**config.mk**
```make
export PLATFORM = sky130hd
export DESIGN_NAME = sync101_serial_tx
export DESIGN_NICKNAME = d
export VERILOG_FILES = /design/src/rtl/fsm_pkg.sv /design/src/rtl/sync101_serial_tx_piso.sv /design/src/rtl/sync101_serial_tx.sv
export SDC_FILE = /design/constraint.sdc
export NUM_CORES = 1
export LEC_CHECK = 0
export CORE_UTILIZATION = 50
export CTS_CLUSTER_DIAMETER = 200
export DETAILED_ROUTE_END_ITERATION = 10
export PLACE_DENSITY = 0.76
export SYNTH_ARGS = -nofsm -noshare
export SYNTH_HDL_FRONTEND = slang
export SYNTH_SLANG_ARGS = --single-unit
```
**constraint.sdc**
```tcl
create_clock -name clk -period 2.95 [get_ports clk]
set_input_delay 0.59 -clock clk [delete_from_list [all_inputs] [get_ports clk]]
set_output_delay 0.59 -clock clk [all_outputs]
set_load 0.01 [all_outputs]
```
**src/rtl/fsm_pkg.sv**
```systemverilog
// Shared encodings for the 101 serial link: transmitter states and the sync marker.
// Also holds a small helper for sizing the transmitter's shared bit counter.
package fsm_pkg;

    typedef enum logic [2:0] {
        IDLE   = 3'd0,
        SYNC_A = 3'd1,
        SYNC_B = 3'd2,
        SYNC_C = 3'd3,
        DATA   = 3'd4,
        GUARD  = 3'd5
    } state_t;

    // Emitted MSB first by SYNC_A, SYNC_B and SYNC_C.
    localparam logic [2:0] SYNC_MARKER = 3'b101;

    function automatic int max_int(input int a, input int b);
        return (a > b) ? a : b;
    endfunction

endpackage

```
**src/rtl/sync101_serial_tx_piso.sv**
```systemverilog
// Parallel-in serial-out shift register: parallel load, shift-left enable, MSB out.
// Load takes priority over shift; asynchronous active-high reset clears it to 0.
module piso_shift_reg #(
    parameter int WIDTH = 8
) (
    input  logic             clk,
    input  logic             reset,
    input  logic             load,
    input  logic             shift_en,
    input  logic [WIDTH-1:0] d_in,
    output logic             msb_out
);

    logic [WIDTH-1:0] shreg_q;
    logic [WIDTH-1:0] shreg_d;

    always_comb begin
        shreg_d = shreg_q;
        if (load) begin
            shreg_d = d_in;
        end else if (shift_en) begin
            shreg_d = shreg_q << 1;
        end
    end

    always_ff @(posedge clk or posedge reset) begin
        if (reset) begin
            shreg_q <= '0;
        end else begin
            shreg_q <= shreg_d;
        end
    end

    assign msb_out = shreg_q[WIDTH-1];

endmodule

```
**src/rtl/sync101_serial_tx.sv**
```systemverilog
// Frame transmitter for the 101 detectors: sync marker 1-0-1, payload MSB first, guard zeros.
// Accepts words over valid/ready and chains frames back to back when a word is waiting.
module sync101_serial_tx
    import fsm_pkg::*;
#(
    parameter int WIDTH      = 8,
    parameter int GUARD_BITS = 1
) (
    input  logic             clk,
    input  logic             reset,
    input  logic [WIDTH-1:0] data_in,
    input  logic             data_valid,
    output logic             data_ready,
    output logic             tx_bit,
    output logic             busy,
    output logic             frame_done
);

    localparam int CNT_W = $clog2(max_int(WIDTH, GUARD_BITS)) + 1;
    localparam logic [CNT_W-1:0] DATA_LAST  = CNT_W'(WIDTH - 1);
    localparam logic [CNT_W-1:0] GUARD_LAST = CNT_W'(GUARD_BITS - 1);
    localparam logic [CNT_W-1:0] CNT_ONE    = CNT_W'(1);

    state_t           state_q;
    state_t           state_d;
    logic [CNT_W-1:0] cnt_q;
    logic [CNT_W-1:0] cnt_d;

    logic handshake;
    logic last_guard;
    logic shift_en;
    logic shift_msb;

    piso_shift_reg #(
        .WIDTH (WIDTH)
    ) u_piso (
        .clk      (clk),
        .reset    (reset),
        .load     (handshake),
        .shift_en (shift_en),
        .d_in     (data_in),
        .msb_out  (shift_msb)
    );

    // Ready in IDLE or on the final guard bit, so a waiting word chains with no gap.
    assign last_guard = (state_q == GUARD) && (cnt_q == GUARD_LAST);
    assign data_ready = (state_q == IDLE) || last_guard;
    assign handshake  = data_valid && data_ready;

    always_comb begin
        state_d  = state_q;
        cnt_d    = cnt_q;
        shift_en = 1'b0;
        case (state_q)
            IDLE: begin
                if (handshake) begin
                    state_d = SYNC_A;
                    cnt_d   = '0;
                end
            end
            SYNC_A: begin
                state_d = SYNC_B;
                cnt_d   = '0;
            end
            SYNC_B: begin
                state_d = SYNC_C;
                cnt_d   = '0;
            end
            SYNC_C: begin
                state_d = DATA;
                cnt_d   = '0;
            end
            DATA: begin
                shift_en = 1'b1;
                if (cnt_q == DATA_LAST) begin
                    state_d = GUARD;
                    cnt_d   = '0;
                end else begin
                    cnt_d = cnt_q + CNT_ONE;
                end
            end
            GUARD: begin
                if (last_guard) begin
                    state_d = handshake ? SYNC_A : IDLE;
                    cnt_d   = '0;
                end else begin
                    cnt_d = cnt_q + CNT_ONE;
                end
            end
            default: begin
                state_d = IDLE;
                cnt_d   = '0;
            end
        endcase
    end

    always_ff @(posedge clk or posedge reset) begin
        if (reset) begin
            state_q <= IDLE;
            cnt_q   <= '0;
        end else begin
            state_q <= state_d;
            cnt_q   <= cnt_d;
        end
    end

    // Line outputs come from registered state only; the idle and guard line is 0.
    always_comb begin
        tx_bit = 1'b0;
        case (state_q)
            SYNC_A:  tx_bit = SYNC_MARKER[2];
            SYNC_B:  tx_bit = SYNC_MARKER[1];
            SYNC_C:  tx_bit = SYNC_MARKER[0];
            DATA:    tx_bit = shift_msb;
            default: tx_bit = 1'b0;
        endcase
    end

    assign busy       = (state_q != IDLE);
    assign frame_done = last_guard;

endmodule

```
* Yosys cells after proc, flatten, opt, wreduce, memory -nomap -nowiden
Index checks and enable logic that the tools add are counted.
** Cells by class
- Add/subtract/negate cells :: 1
- Equal/unequal tests :: 9
- Muxes and demuxes :: 13
- Reduce and logical (&&, ||, !) cells :: 9
** Operators by type and width (number)
- case mux 3 bit (6 select lines) :: 1
- two-way mux 8 bit :: 2
- two-way mux 4 bit :: 3
- case mux 4 bit (3 select lines) :: 1
- two-way mux 3 bit :: 3
- equality test 3 x 2 -> 1 bit (second input constant) :: 2
- equality test 3 bit (second input constant) :: 2
- != test 2 bit (second input constant) :: 3
- adder 4 x 1 -> 4 bit (second input constant) :: 1
- equality test 4 x 3 -> 1 bit (second input constant) :: 1
- zero test 4 bit :: 1
- equality test 3 x 1 -> 1 bit (second input constant) :: 1
- zero test 3 bit :: 1
- AND reduction 3 bit :: 1
- nonzero test 3 bit :: 1
- logical AND 1 bit :: 2
- two-way mux 1 bit :: 2
- case mux 1 bit (2 select lines) :: 1
- nonzero test 2 bit :: 1
- OR reduction 2 bit :: 1
- logical OR 1 bit :: 1
** Word-level totals
- Flip-flop bits (word level) :: 15
- Output and inout bits :: 4
- Word-level logic and storage cells :: 35

* Depth between registers and ports, before layout
- Word-level depth :: 7
- Depth in mapped cells :: 5
- Mapped depth without buffers :: 5

* Cells and area by module
A second synthesis with hierarchy kept.
** Unflattened totals
- Cell total of the unflattened synthesis :: 83
- Area total of the unflattened synthesis :: 872.1 µm²
** Modules (own cells, without submodules)
- sync101_serial_tx :: instances 1, cells an instance 48, area an instance 499.2 µm², seq. area each 175.2 µm²
- piso_shift_reg :: instances 1, cells an instance 35, area an instance 372.9 µm², seq. area each 200.2 µm²

* Worst setup path after synthesis
No wires, ideal clock.
- Path kind :: register to output
- Start point :: register state_q[1]
- End point :: output port data_ready
- Data arrival time :: 1.126 ns
- Required time :: 2.360 ns
- Setup slack :: 1.234 ns
- Cell stages (with the launch flop) :: 4
- Cells stage by stage :: dfrtp_1 buf_2 or3_1 o21ai_0
** On the way
- Cells in the longest elaborated chain, start to end :: 3
- Elaborated cells on any way between the ends :: 4
** Ends and longest elaborated chain
- start, declared :: RTL line sync101_serial_tx.sv:24 : state_t state_q;
- start signal, assigned :: RTL line sync101_serial_tx.sv:102 : state_q <= state_d;
- equality test 3 bit :: RTL line sync101_serial_tx.sv:46 : assign last_guard = (state_q == GUARD) && (cnt_q == GUARD_LAST);
- logical AND 1 bit :: RTL line sync101_serial_tx.sv:46
- logical OR 1 bit * :: RTL line sync101_serial_tx.sv:47 : assign data_ready = (state_q == IDLE) || last_guard;
- end, declared :: RTL line sync101_serial_tx.sv:13 : output logic data_ready,
Mark *: on every way between the ends. The rest lies on a longest branch, timed or not.

* Final worst setup path
- Start point :: register cnt_q[0]
- End point :: output port data_ready
** On the way
- Cells in the longest elaborated chain, start to end :: 3
** Ends and longest elaborated chain
- start, declared :: RTL line sync101_serial_tx.sv:26 : logic [CNT_W-1:0] cnt_q;
- start signal, assigned :: RTL line sync101_serial_tx.sv:103 : cnt_q <= cnt_d;
- zero test 4 bit :: RTL line sync101_serial_tx.sv:46
- logical AND 1 bit :: RTL line sync101_serial_tx.sv:46
- logical OR 1 bit :: RTL line sync101_serial_tx.sv:47
Every way passes these cells.

==> out/results.tsv <==
stage	metric	value	unit
clock_network	H-Tree Level Count	1	
critical_path	worst path arrival time	1.90	ns
outcome	status	finished, final reports clean	
power	sequential fraction of design power	39.8	%
drt	WL final	1570	um
sta	Least-Margin Pin Slew	0.721	ns
power	leakage	0.429	nW
floorplan	Rows	14	
critical_path	R2R Setup Slk	1.16	ns
place	placed insts	104	
yosys	Synth Area in Simple Gates	16.5	%
yosys	sequential element share of the synthesized area	42.8	%
yosys	top cell type's share of synthesized area	42.8	%
yosys	largest area contributor in the netlist	dfrtp_1	
hold_path	worst min-delay path startpoint	cnt_q[0]	
critical_path	CP max stage delay	0.56	ns
drt	remaining design rule violation count	0	
global_routing	antenna violations before repair	0	
floorplan	starting density of the core	55.6	%
power	PwrDens	907	nW/um^2
yosys	cells after synthesis	77	
global_routing	number of global-route vias before repair	603	
critical_path	RR Startpoint	cnt_q[0]	
floorplan	Core Footprint	1580	um^2
critical_path	Cell Chain, Critical Path	inv_1 -> ha_1 -> nand4bb_1 -> o21ai_0 -> clkdlybuf4s50_1	
yosys	leading cell types by count after synthesis	dfrtp_1 (15), mux2_2 (15), inv_1 (5)	
yosys	Unique masters post-synth	29	
hold_path	Min-Delay Endpoint	cnt_q[0]	
global_routing	gr usage total	18.5	%
clock_network	clock sinks	15	
yosys	Synth Area in Compound Gates	13.7	%
yosys	Post-synth EDFFs	0	
sta	final setup fails	0	
power	P_sw	0.342	mW
run	max_cap viols	0	
yosys	Primary FF master, synth	dfrtp_1	
yosys	multiplexer area fraction after synthesis	19.3	%
sta	total negative slack	0	ns
critical_path	CP max-delay cell	clkdlybuf4s50_1	
drt	routed len/inst	14.5	um
clock_network	CTS tree	built	
critical_path	WS Path Type	register to output port	
final_layout	fin nets	106	
sta	fin crit share	84.5	%
critical_path	worst reg-to-reg path cell count	5	
critical_path	Worst Setup End Kind	output port	
yosys	Avg Inst Size Synth	11.4	um^2
power	Pint	0.609	mW
drt	number of DRC markers in iteration 0	11	
clock_network	CTS clk-pin slew, worst paths	0.09	ns
global_routing	largest net degree at the start of global routing	16	
clock_network	Root Buffer	clkbuf_4	
drt	TritonRoute pass-1 iters	6	
final_layout	fin cells	108	
yosys	xor/xnor share of the synthesized area	0.999	%
yosys	Post-Synth Adder-Cell Area	2.85	%
hold_path	worst hold path type	register to register	
sta	fin. max-slew vios	0	
floorplan	Die Width	43.9	um
clock_network	CTS Buffer Depth	2	
yosys	Syn. warnings	0	
power	Logic pwr share	47.3	%
drt	via/cell ratio	5.85	
sta	clock skew	0.00271	ns
sta	RSZ-0062 raised after global routing	false	
yosys	Post-Syn Area	877	um^2
critical_path	worst flop-to-flop path endpoint	u_piso.shreg_q[4]	
place	Final HPWL DP	1120	um
sta	Slew HR	51.5	%
final_layout	Area Overhead vs Synth	19.5	%
power	Peak VDD IR	0.000510	V
clock_network	CTS buffer count	3	
floorplan	Die Ht	43.9	um
critical_path	CP Max Fanout	5	
yosys	syn_nets	90	
place	Setup Slack @ Placement	0.787	ns
power	Clock Power Share	12.9	%
clock_network	Clk Latency, worst-skew pair	0.28	ns
critical_path	CP Launch Type	register	
hold_path	WHS Path Cells	1	
critical_path	Worst EP required	2.36	ns
drt	via count	632	
sta	setup ws final	0.458	ns
final_layout	layout cells sized above 1	22.8	%
clock_network	post-CTS resize count	0	
global_routing	first-pass GRT wire length	2540	um
drt	Detail Route Antenna Nets	0	
yosys	post-synthesis register bit count	15	
yosys	largest family of logic cells by synthesized area	multiplexers	
place	number of port buffers	14	
final_layout	number of diodes	0	
yosys	top cells by area, synth	dfrtp_1 (43%), mux2_2 (19%), o2111ai_4 (3.0%), ha_1 (2.9%), o21ai_0 (2.3%)	
sta	Hold Violations, Final	0	
clock_network	hold-fix buffers at CTS	0	
place	Placer Congestion	0.778	
sta	final worst path period need	2.49	ns
global_routing	GR Overflow Total	0	
floorplan	I/O Pins	15	
sta	Max Freq	0.401	GHz
power	Net Sw Frac	36.0	%
clock_network	setup bufs post-CTS	0	
floorplan	DIE AREA	1930	um^2
yosys	post-synthesis async set-or-reset flop share	100	%
==> kinds of logic (layout without fill, tap and decap cells) <==
logic type	Yosys count	in the layout
simple gates	21	21
compound gates	15	15
mux	15	15
flops	15	15
buf+inv	8	23
fa+ha+maj	2	2
xor+xnor	1	1
==> state kept, by name (all words and copies together) (netlist names) <==
register / count
state_q: 3
cnt_q: 4
u_piso.shreg_q: 8
==> placed cells by master (no fill, tap or decap), types with 3 or more instances in the layout <==
master	netlist	routed
inv_1	5	5
dfrtp_1	15	15
mux2_2	15	15
o21ai_0	4	4
nand2_1	3	3
clkdlybuf4s50_1	0	14
clkbuf_4	0	3
==> power groups by stage <==
stage                     clock [mW]  sequential [mW]  combinational (mW)
after floorplan                    0            0.330               0.383
final                          0.123            0.379               0.449
after CTS                      0.124            0.378               0.453
after global placement             0            0.378               0.439
after global routing           0.131            0.396               0.497
after detailed placement           0            0.383               0.450
==> through the flow <==
stage               power [mW]  hold WS, ns  util (%)  instance area, um^2
floorplan                0.713        0.491         -                  877
global placement         0.817        0.536      64.8                 1020
detailed placement       0.833        0.529      64.8                 1020
CTS                      0.955        0.551      66.5                 1050
global route              1.02        0.619      66.5                 1050
finish                   0.951        0.553      66.5                 1050
==> layout make-up <==
type	instances	area, um^2
fillers	137	528
repair buffers	14	140
inverters	5	18.8
clock buffers	4	26.3
multi-input cells	54	468
flip-flops and latches	15	375
well taps	16	20.0
==> how the worst max path moves through the flow <==
stage	startpoint	endpoint	slack [ns]	depth (start not counted)
after floorplan	state_q[1]	data_ready	1.23	3
after global placement	cnt_q[0]	data_ready	0.81	5
after detailed placement	cnt_q[0]	data_ready	0.79	5
after CTS	cnt_q[0]	data_ready	0.45	5
after global routing	cnt_q[0]	data_ready	0.27	5
final	cnt_q[0]	data_ready	0.46	5
==> metal layers <==
layer  global-route usage (%)  wire (um)  vias to the layer above
met2                     30.7        730                       17
met1                     22.2        763                      298
met3                     5.00         58                        2
met5                        0          0                        -
met4                     8.48         12                        0
li1                         -          -                      315
==> critical path, delay by kind of cell, from the launching register on <==
kind / cells / cell delay [ns]
AO/OA/AOI/OAI: 1 / 0.20
adder cells (fa/ha/maj): 1 / 0.18
AND/OR/NAND/NOR: 1 / 0.18
flip-flops: 1 / 0.43
buffers and inverters: 2 / 0.63
(Power assumes the default switching activity.)
